`config.mk`:
```
export PLATFORM = sky130hd
export DESIGN_NAME = rv32i_cpu_core_flat
export DESIGN_NICKNAME = d
export VERILOG_FILES = /design/src/rtl/rv32i_cpu_core_if.sv /design/src/rtl/rv32i_cpu_core.sv /design/src/flat_wrapper.sv
export SDC_FILE = /design/constraint.sdc
export NUM_CORES = 2
export LEC_CHECK = 0
export BUFFER_PORTS_ARGS = -buffer_cell sky130_fd_sc_hd__buf_2
export CORE_MARGIN = 3
export CORE_UTILIZATION = 40
export CTS_CLUSTER_DIAMETER = 30
export DETAILED_ROUTE_END_ITERATION = 7
export GPL_TIMING_DRIVEN = 0
export PLACE_DENSITY_LB_ADDON = 0.25
export SLEW_MARGIN = 20
export SYNTH_ARGS = -nofsm -noshare
export SYNTH_HDL_FRONTEND = slang
export SYNTH_SLANG_ARGS = --single-unit
```
`constraint.sdc`:
```
create_clock -name clk -period 35.9 [get_ports clk]
set_input_delay 3.59 -clock clk [delete_from_list [all_inputs] [get_ports clk]]
set_output_delay 3.59 -clock clk [all_outputs]
set_load 0.1 [all_outputs]
```
`src/rtl/rv32i_cpu_core_if.sv`:
```
// Memory-bus bundle between the RV32I core (master) and the memory model (slave).
interface rv32i_cpu_core_if;
    logic [31:0] data_in_BUS;
    logic        bus_full;
    logic [31:0] data_out_BUS;
    logic [31:0] address_out;
    logic        instr_wait;

    modport master (
        input  data_in_BUS,
        input  bus_full,
        output data_out_BUS,
        output address_out,
        output instr_wait
    );

    modport slave (
        output data_in_BUS,
        output bus_full,
        input  data_out_BUS,
        input  address_out,
        input  instr_wait
    );
endinterface

```
`src/rtl/rv32i_cpu_core.sv`:
```
// Multi-cycle RV32I subset core (R/I ALU, LW, SW, LUI): FETCH -> EXEC -> [MEM] -> FETCH.
module rv32i_cpu_core #(
    parameter logic [31:0] RESET_PC = 32'h0000_0000
) (
    input  logic                clk,
    input  logic                rst,
    rv32i_cpu_core_if.master    bus,
    output logic [31:0]         result,
    output logic [31:0]         imm_32,
    output logic [31:0]         reg1,
    output logic [31:0]         reg2,
    output logic [4:0]          rs1,
    output logic [4:0]          rs2,
    output logic [4:0]          rd,
    output logic                memToReg_flipflop,
    output logic [31:0]         data_cpu_o,
    output logic [31:0]         write_address,
    output logic [31:0]         reg_write,
    output logic                reg_write_en
);

    localparam int unsigned XLEN = 32;
    localparam int unsigned NREG = 32;

    localparam logic [6:0] OP_R     = 7'b0110011;
    localparam logic [6:0] OP_I     = 7'b0010011;
    localparam logic [6:0] OP_LOAD  = 7'b0000011;
    localparam logic [6:0] OP_STORE = 7'b0100011;
    localparam logic [6:0] OP_LUI   = 7'b0110111;

    typedef enum logic [1:0] {S_FETCH, S_EXEC, S_MEM} state_e;

    state_e            state_q, state_d;
    logic [XLEN-1:0]   pc_q, ir_q, result_q, data_cpu_q, write_address_q;
    logic              mem_to_reg_q;
    logic [XLEN-1:0]   rf_q [NREG];

    logic [6:0]        opcode;
    logic [2:0]        funct3;
    logic              is_r, is_i, is_lw, is_sw, is_lui;
    logic [XLEN-1:0]   alu_b, alu_out;
    logic [4:0]        shamt;

    logic              ir_load, pc_inc, exec_done, addr_load, load_capture;
    logic              wb_en;
    logic [XLEN-1:0]   wb_data;
    logic [XLEN-1:0]   addr_out_c, dout_c;
    logic              wait_c;

    // Instruction field decode and immediate selection from the latched IR
    always_comb begin
        opcode = ir_q[6:0];
        funct3 = ir_q[14:12];
        rs1    = ir_q[19:15];
        rs2    = ir_q[24:20];
        rd     = ir_q[11:7];
        is_r   = (opcode == OP_R);
        is_i   = (opcode == OP_I);
        is_lw  = (opcode == OP_LOAD)  && (funct3 == 3'b010);
        is_sw  = (opcode == OP_STORE) && (funct3 == 3'b010);
        is_lui = (opcode == OP_LUI);
        case (opcode)
            OP_STORE: imm_32 = {{20{ir_q[31]}}, ir_q[31:25], ir_q[11:7]};
            OP_LUI:   imm_32 = {ir_q[31:12], 12'b0};
            OP_R:     imm_32 = '0;
            default:  imm_32 = {{20{ir_q[31]}}, ir_q[31:20]};
        endcase
        reg1 = rf_q[rs1];
        reg2 = rf_q[rs2];
    end

    // ALU: funct7[5] only matters for R-type ADD/SUB and for SRL/SRA
    always_comb begin
        alu_b   = is_r ? reg2 : imm_32;
        shamt   = alu_b[4:0];
        alu_out = '0;
        if (is_lui) begin
            alu_out = imm_32;
        end else if (is_lw || is_sw) begin
            alu_out = reg1 + imm_32;
        end else begin
            case (funct3)
                3'b000:  alu_out = (is_r && ir_q[30]) ? reg1 - alu_b : reg1 + alu_b;
                3'b001:  alu_out = reg1 << shamt;
                3'b010:  alu_out = XLEN'($signed(reg1) < $signed(alu_b));
                3'b011:  alu_out = XLEN'(reg1 < alu_b);
                3'b100:  alu_out = reg1 ^ alu_b;
                3'b101:  alu_out = ir_q[30] ? XLEN'($signed(reg1) >>> shamt) : (reg1 >> shamt);
                3'b110:  alu_out = reg1 | alu_b;
                3'b111:  alu_out = reg1 & alu_b;
                default: alu_out = '0;
            endcase
        end
    end

    // FSM state register
    always_ff @(posedge clk or posedge rst) begin
        if (rst) state_q <= S_FETCH;
        else     state_q <= state_d;
    end

    // FSM next state, datapath strobes and bus outputs
    always_comb begin
        state_d      = state_q;
        ir_load      = 1'b0;
        pc_inc       = 1'b0;
        exec_done    = 1'b0;
        addr_load    = 1'b0;
        load_capture = 1'b0;
        wb_en        = 1'b0;
        wb_data      = '0;
        addr_out_c   = '0;
        dout_c       = '0;
        wait_c       = 1'b0;
        case (state_q)
            S_FETCH: begin
                wait_c     = 1'b1;
                addr_out_c = pc_q;
                if (bus.bus_full) begin
                    ir_load = 1'b1;
                    state_d = S_EXEC;
                end
            end
            S_EXEC: begin
                exec_done = 1'b1;
                if (is_lw || is_sw) begin
                    addr_load = 1'b1;
                    state_d   = S_MEM;
                end else begin
                    pc_inc  = 1'b1;
                    state_d = S_FETCH;
                    if (is_r || is_i || is_lui) begin
                        wb_en   = 1'b1;
                        wb_data = alu_out;
                    end
                end
            end
            S_MEM: begin
                wait_c     = 1'b1;
                addr_out_c = write_address_q;
                if (is_sw) dout_c = reg2;
                if (bus.bus_full) begin
                    pc_inc  = 1'b1;
                    state_d = S_FETCH;
                    if (is_lw) begin
                        wb_en        = 1'b1;
                        wb_data      = bus.data_in_BUS;
                        load_capture = 1'b1;
                    end
                end
            end
            default: state_d = S_FETCH;
        endcase
    end

    // Architectural and holding registers
    always_ff @(posedge clk or posedge rst) begin
        if (rst) begin
            pc_q            <= RESET_PC;
            ir_q            <= '0;
            result_q        <= '0;
            data_cpu_q      <= '0;
            write_address_q <= '0;
            mem_to_reg_q    <= 1'b0;
        end else begin
            if (ir_load)      ir_q            <= bus.data_in_BUS;
            if (pc_inc)       pc_q            <= pc_q + 32'd4;
            if (addr_load)    write_address_q <= alu_out;
            if (load_capture) data_cpu_q      <= bus.data_in_BUS;
            if (exec_done) begin
                result_q     <= alu_out;
                mem_to_reg_q <= is_lw;
            end
        end
    end

    // Register file; x0 is never written so it reads as zero
    always_ff @(posedge clk or posedge rst) begin
        if (rst) begin
            for (int i = 0; i < int'(NREG); i++) rf_q[i] <= '0;
        end else if (wb_en && (rd != 5'd0)) begin
            rf_q[rd] <= wb_data;
        end
    end

    assign result            = result_q;
    assign data_cpu_o        = data_cpu_q;
    assign write_address     = write_address_q;
    assign memToReg_flipflop = mem_to_reg_q;
    assign reg_write         = wb_data;
    assign reg_write_en      = wb_en;
    assign bus.address_out   = addr_out_c;
    assign bus.data_out_BUS  = dout_c;
    assign bus.instr_wait    = wait_c;

endmodule

```
`src/flat_wrapper.sv`:
```
// flat-port wrapper written by rule: the top's interface ports become plain ports
module rv32i_cpu_core_flat 
#(
    parameter logic [31:0] RESET_PC = 32'h0000_0000
)
  (clk, rst, result, imm_32, reg1, reg2, rs1, rs2, rd, memToReg_flipflop, data_cpu_o, write_address, reg_write, reg_write_en, bus_data_in_BUS, bus_bus_full, bus_data_out_BUS, bus_address_out, bus_instr_wait);
  rv32i_cpu_core_if bus_i ();
  input  logic clk;
  input  logic rst;
  output logic [31:0] result;
  output logic [31:0] imm_32;
  output logic [31:0] reg1;
  output logic [31:0] reg2;
  output logic [4:0] rs1;
  output logic [4:0] rs2;
  output logic [4:0] rd;
  output logic memToReg_flipflop;
  output logic [31:0] data_cpu_o;
  output logic [31:0] write_address;
  output logic [31:0] reg_write;
  output logic reg_write_en;
  input wire logic [$bits(bus_i.data_in_BUS)-1:0] bus_data_in_BUS;
  input wire logic [$bits(bus_i.bus_full)-1:0] bus_bus_full;
  output wire logic [$bits(bus_i.data_out_BUS)-1:0] bus_data_out_BUS;
  output wire logic [$bits(bus_i.address_out)-1:0] bus_address_out;
  output wire logic [$bits(bus_i.instr_wait)-1:0] bus_instr_wait;
  assign bus_i.data_in_BUS = bus_data_in_BUS;
  assign bus_i.bus_full = bus_bus_full;
  assign bus_data_out_BUS = bus_i.data_out_BUS;
  assign bus_address_out = bus_i.address_out;
  assign bus_instr_wait = bus_i.instr_wait;
  rv32i_cpu_core #(.RESET_PC(RESET_PC)) u_core (.clk(clk), .rst(rst), .bus(bus_i), .result(result), .imm_32(imm_32), .reg1(reg1), .reg2(reg2), .rs1(rs1), .rs2(rs2), .rd(rd), .memToReg_flipflop(memToReg_flipflop), .data_cpu_o(data_cpu_o), .write_address(write_address), .reg_write(reg_write), .reg_write_en(reg_write_en));
endmodule
```
==> results.yml <==
outcome:
  status: "finished, violations left"
  violations: "DRC"
die:
  rows: 156
  die_w_um: 434
  fp.dieArea_um2: 189000
  die_h_um: 434
  initial_core_util_pct: 40.5
  coreArea_um2: 182000
  pin_count: 341
synthesis:
  yosysWarnings: 0
  synth_edf_count: 0
  synth_area_leaders: "dfrtp_1 (40%), mux4_2 (10%), mux2i_1 (7.8%)"
  synth_area_per_cell_um2: 9.76
  ys_ff_latch: 1185
  synth_ff_type: "dfrtp_1"
  synth_cell_types: 111
  synth-xor-area-share_pct: 0.859
  synth_top_area_cell: "dfrtp_1"
  synthMuxAreaShare_pct: 20.8
  syn-num-nets: 7691
  synth-compound-area-share_pct: 18.4
  synth-simple-area-share_pct: 11.5
  synthArstFlopShare_pct: 100
  yosys.area.top_type_share_pct: 40.4
  synth_top_family_by_area: "multiplexers"
  synth.cell_area_um2: 73400
  synthAdderAreaFrac_pct: 2.33
  netlist_instances: 7521
  yosysSeqAreaShare_pct: 40.4
sta:
  slew_headroom_pct: 7.91
  fin_ws_ns: 18.89
  fmax_mhz: 58.8
  maxSlewViolCount: 0
  worst_slew_pin_slew_ns: 1.37
  finalSetupTns_ns: 0
  fin_skew_ns: 0.136
  period_needed_ns: 17.01
  rsz0062_at_grt: "no"
  hold_viol: 0
  finalCritPeriodShare_pct: 47.4
  setup-violations-final: 0
hold_path:
  min_to: "u_core.rf_q[994]"
  hp-start: "u_core.rf_q[994]"
  hold_class: "reg -> reg"
  min_path_cells: 1
pwr:
  p_switching_mw: 6.78
  p_comb_share_pct: 62.9
  clkPwrFrac_pct: 24.5
  power.density_nw_per_um2: 131
  power_switching_share_pct: 56.5
  p_leak_nw: 41.6
  vdd_drop_max_mv: 0.156
  pwr-share-seq_pct: 12.6
  p_int_mw: 5.22
placement:
  port_buffers: 340
  post-place-cells: 10400
  hpwl_um: 398000
  post_dp_cell_area_um2: 80700
  dp_slack_ns: 20.80
  routabilityCongestion: 1.09
grt:
  grt_pass1_wl_um: 682000
  grt_usage_pct: 54.2
  antenna_found_initial: 56
  grt_pass1_vias: 73500
  grt_max_degree: 36
  grt_overflow: 0
clock_tree:
  h-tree-depth: 5
  cts.path.max_buffers: 4
  numCtsBuffers: 325
  ctsHoldBuffers: 0
  cts_setup_buffers: 0
  path_clk_slew_ns: 0.04
  tritoncts: "built"
  cts_resized: 0
  numClockSinks: 1185
  root_buffer: "clkbuf_16"
  clkLatencyLatePin_ns: 0.97
setup_path:
  cpLargestDelayFamily: "buffers and inverters"
  cp_slowest_cell: "mux2i_2"
  path_max_fanout: 10
  worstPathRequired_ns: 32.31
  max_stage_delay_ns: 0.93
  cp.arrival_ns: 13.42
  r2r-start: "u_core.ir_q[21]"
  crit_type: "reg -> out"
  r2r_end: "u_core.rf_q[544]"
  r2r.worst_path.cells: 27
  end_kind: "primary output"
  crit_buf_inv: 14
  r2r_slack_ns: 23.48
  startpoint_type: "flop"
finish:
  final_nets: 8488
  drive_gt1_share_pct: 23.2
  final_cells: 11000
  syn_to_final_growth_pct: 25.1
  fin_area_um2: 91900
route:
  first_pass_iters: 8
  drtIter0Drc: 13800
  num_vias: 78600
  drc: 5
  routed_via_density: 7.16
  wl_per_cell_um: 47.7
  ant_nets: 0
  routed_wirelength_um: 523000
flow_run:
  maxCapViolCount: 0
-- power groups by stage --
| stage | clock network, mW | logic, mW | registers [mW] |
|---|---|---|---|
| final | 2.94 | 7.55 | 1.52 |
| after global routing | 2.99 | 7.41 | 1.52 |
| after CTS | 2.91 | 7.04 | 1.51 |
| after detailed placement | 0 | 7.02 | 1.53 |
| after global placement | 0 | 6.82 | 1.53 |
| after floorplan | 0 | 3.55 | 1.65 |
-- worst max-delay path by stage --
stage	endpoint	cells past startpoint	startpoint	slack, ns
2_1_floorplan	u_core.data_cpu_o[0]	1	rst	15.94
3_3_place_gp	u_core.rf_q[153]	2	rst	8.39
3_5_place_dp	reg_write[0]	27	u_core.ir_q[21]	20.80
4_1_cts	reg_write[0]	27	u_core.ir_q[21]	19.84
5_1_grt	reg_write[0]	28	u_core.ir_q[21]	19.51
6_report	reg_write[0]	28	u_core.ir_q[21]	18.89
-- logic make-up after synthesis --
logic type                 Yosys count
AOI/OAI and AO/OA                 2167
DFF                               1185
muxes                             1094
xor gates and xnor gates            72
adders and majority gates          135
buffers and inverters              914
and+or+nand+nor                   1954
-- placed cells by master (no fill, tap or decap), types with 54 or more instances in the layout --
cell | Yosys | layout
buf_6 | 45 | 75
a211oi_1 | 70 | 69
inv_1 | 166 | 165
mux2_2 | 196 | 196
buf_2 | 115 | 482
a22oi_1 | 262 | 262
clkbuf_1 | 443 | 422
nand2_1 | 702 | 701
nor2_1 | 756 | 738
mux2i_1 | 573 | 566
o31ai_1 | 61 | 61
a21oi_1 | 652 | 649
mux4_2 | 325 | 325
clkinv_2 | 0 | 54
clkbuf_8 | 0 | 55
o21ai_0 | 500 | 495
nand3_1 | 164 | 163
dfrtp_1 | 1185 | 1185
a31oi_1 | 158 | 157
buf_4 | 69 | 80
o21ai_1 | 64 | 65
ha_1 | 132 | 132
clkbuf_2 | 10 | 73
clkbuf_16 | 0 | 328
nor3_1 | 75 | 73
-- registers in the layout (all words and copies together) (netlist names) --
register	count
u_core.pc_q	30
u_core.data_cpu_o	32
u_core.rf_q	1024
u_core.result	32
u_core.memToReg_flipflop	1
u_core.state_q	2
u_core.write_address	32
u_core.ir_q	32
-- synth_stat cells (21+ instances only) --
library cell  count
mux4_2          325
o211ai_1         42
mux2_2          196
a31oi_1         158
xor2_1           21
dfrtp_1        1185
nor3_1           75
and3_1           26
a22oi_1         262
a221oi_1         23
nor2_1          756
o21a_1           30
a211oi_1         70
o21ai_0         500
buf_2           115
nand3_1         164
a21oi_1         652
buf_6            45
clkbuf_1        443
nor2b_1          45
a22o_1           43
o21ai_1          64
buf_4            69
nand2_1         702
and2_1           31
mux2i_1         573
o31ai_1          61
buf_1            50
ha_1            132
a21o_1           35
nand4_1          31
inv_1           166
xnor2_1          51
o22ai_1          32
-- metrics by stage --
step | hold WS (ns) | total power [mW] | util, %
CTS | 0.476 | 11.5 | 50.5
finish | 0.481 | 12.0 | 50.6
detailed placement | 0.467 | 8.54 | 44.5
floorplan | 0.445 | 5.20 | -
global placement | 0.461 | 8.35 | 43.0
global route | 0.493 | 11.9 | 50.6
-- worst reg2reg max path: stages (launching register included) --
cell and delay [ns]:
dfrtp_1 0.38, buf_4 0.17, buf_12 0.19, buf_8 0.31, buf_6 0.31, buf_6 0.30
clkbuf_2 0.63, clkbuf_1 0.93, buf_2 0.89, mux4_2 0.44, mux4_2 0.63, mux2i_2 0.93
inv_1 0.35, a21oi_1 0.36, ha_1 0.16, clkbuf_1 0.42, nand2_1 0.26, nor4_1 0.42
a21boi_0 0.51, o31ai_1 0.27, a21o_1 0.22, a221oi_1 0.81, or3_1 0.45, o211ai_1 0.27
buf_6 0.23, a22oi_1 0.90, buf_2 0.43, a21oi_1 0.10
-- metal layers --
layer | vias up | part of all wire [%] | GRT usage, %
li1 | 29300 | - | -
met1 | 39400 | 34 | 61.2
met2 | 7463 | 40 | 74.7
met4 | 32 | 12 | 52.2
met3 | 2397 | 14 | 25.1
met5 | - | 0.058 | 0.333
-- area by class of cell --
cell class,instances,area (um^2)
diodes,44,110
plain buffers,735,3660
clock buffers,424,9120
clock inverters,140,1810
fillers,16700,89700
inverters,179,696
multi-input cells,5422,39900
flip-flops and latches,1185,29700
well taps,2370,2970
repair buffers,470,3980
Note: power is estimated with default switching activity, not from simulation.
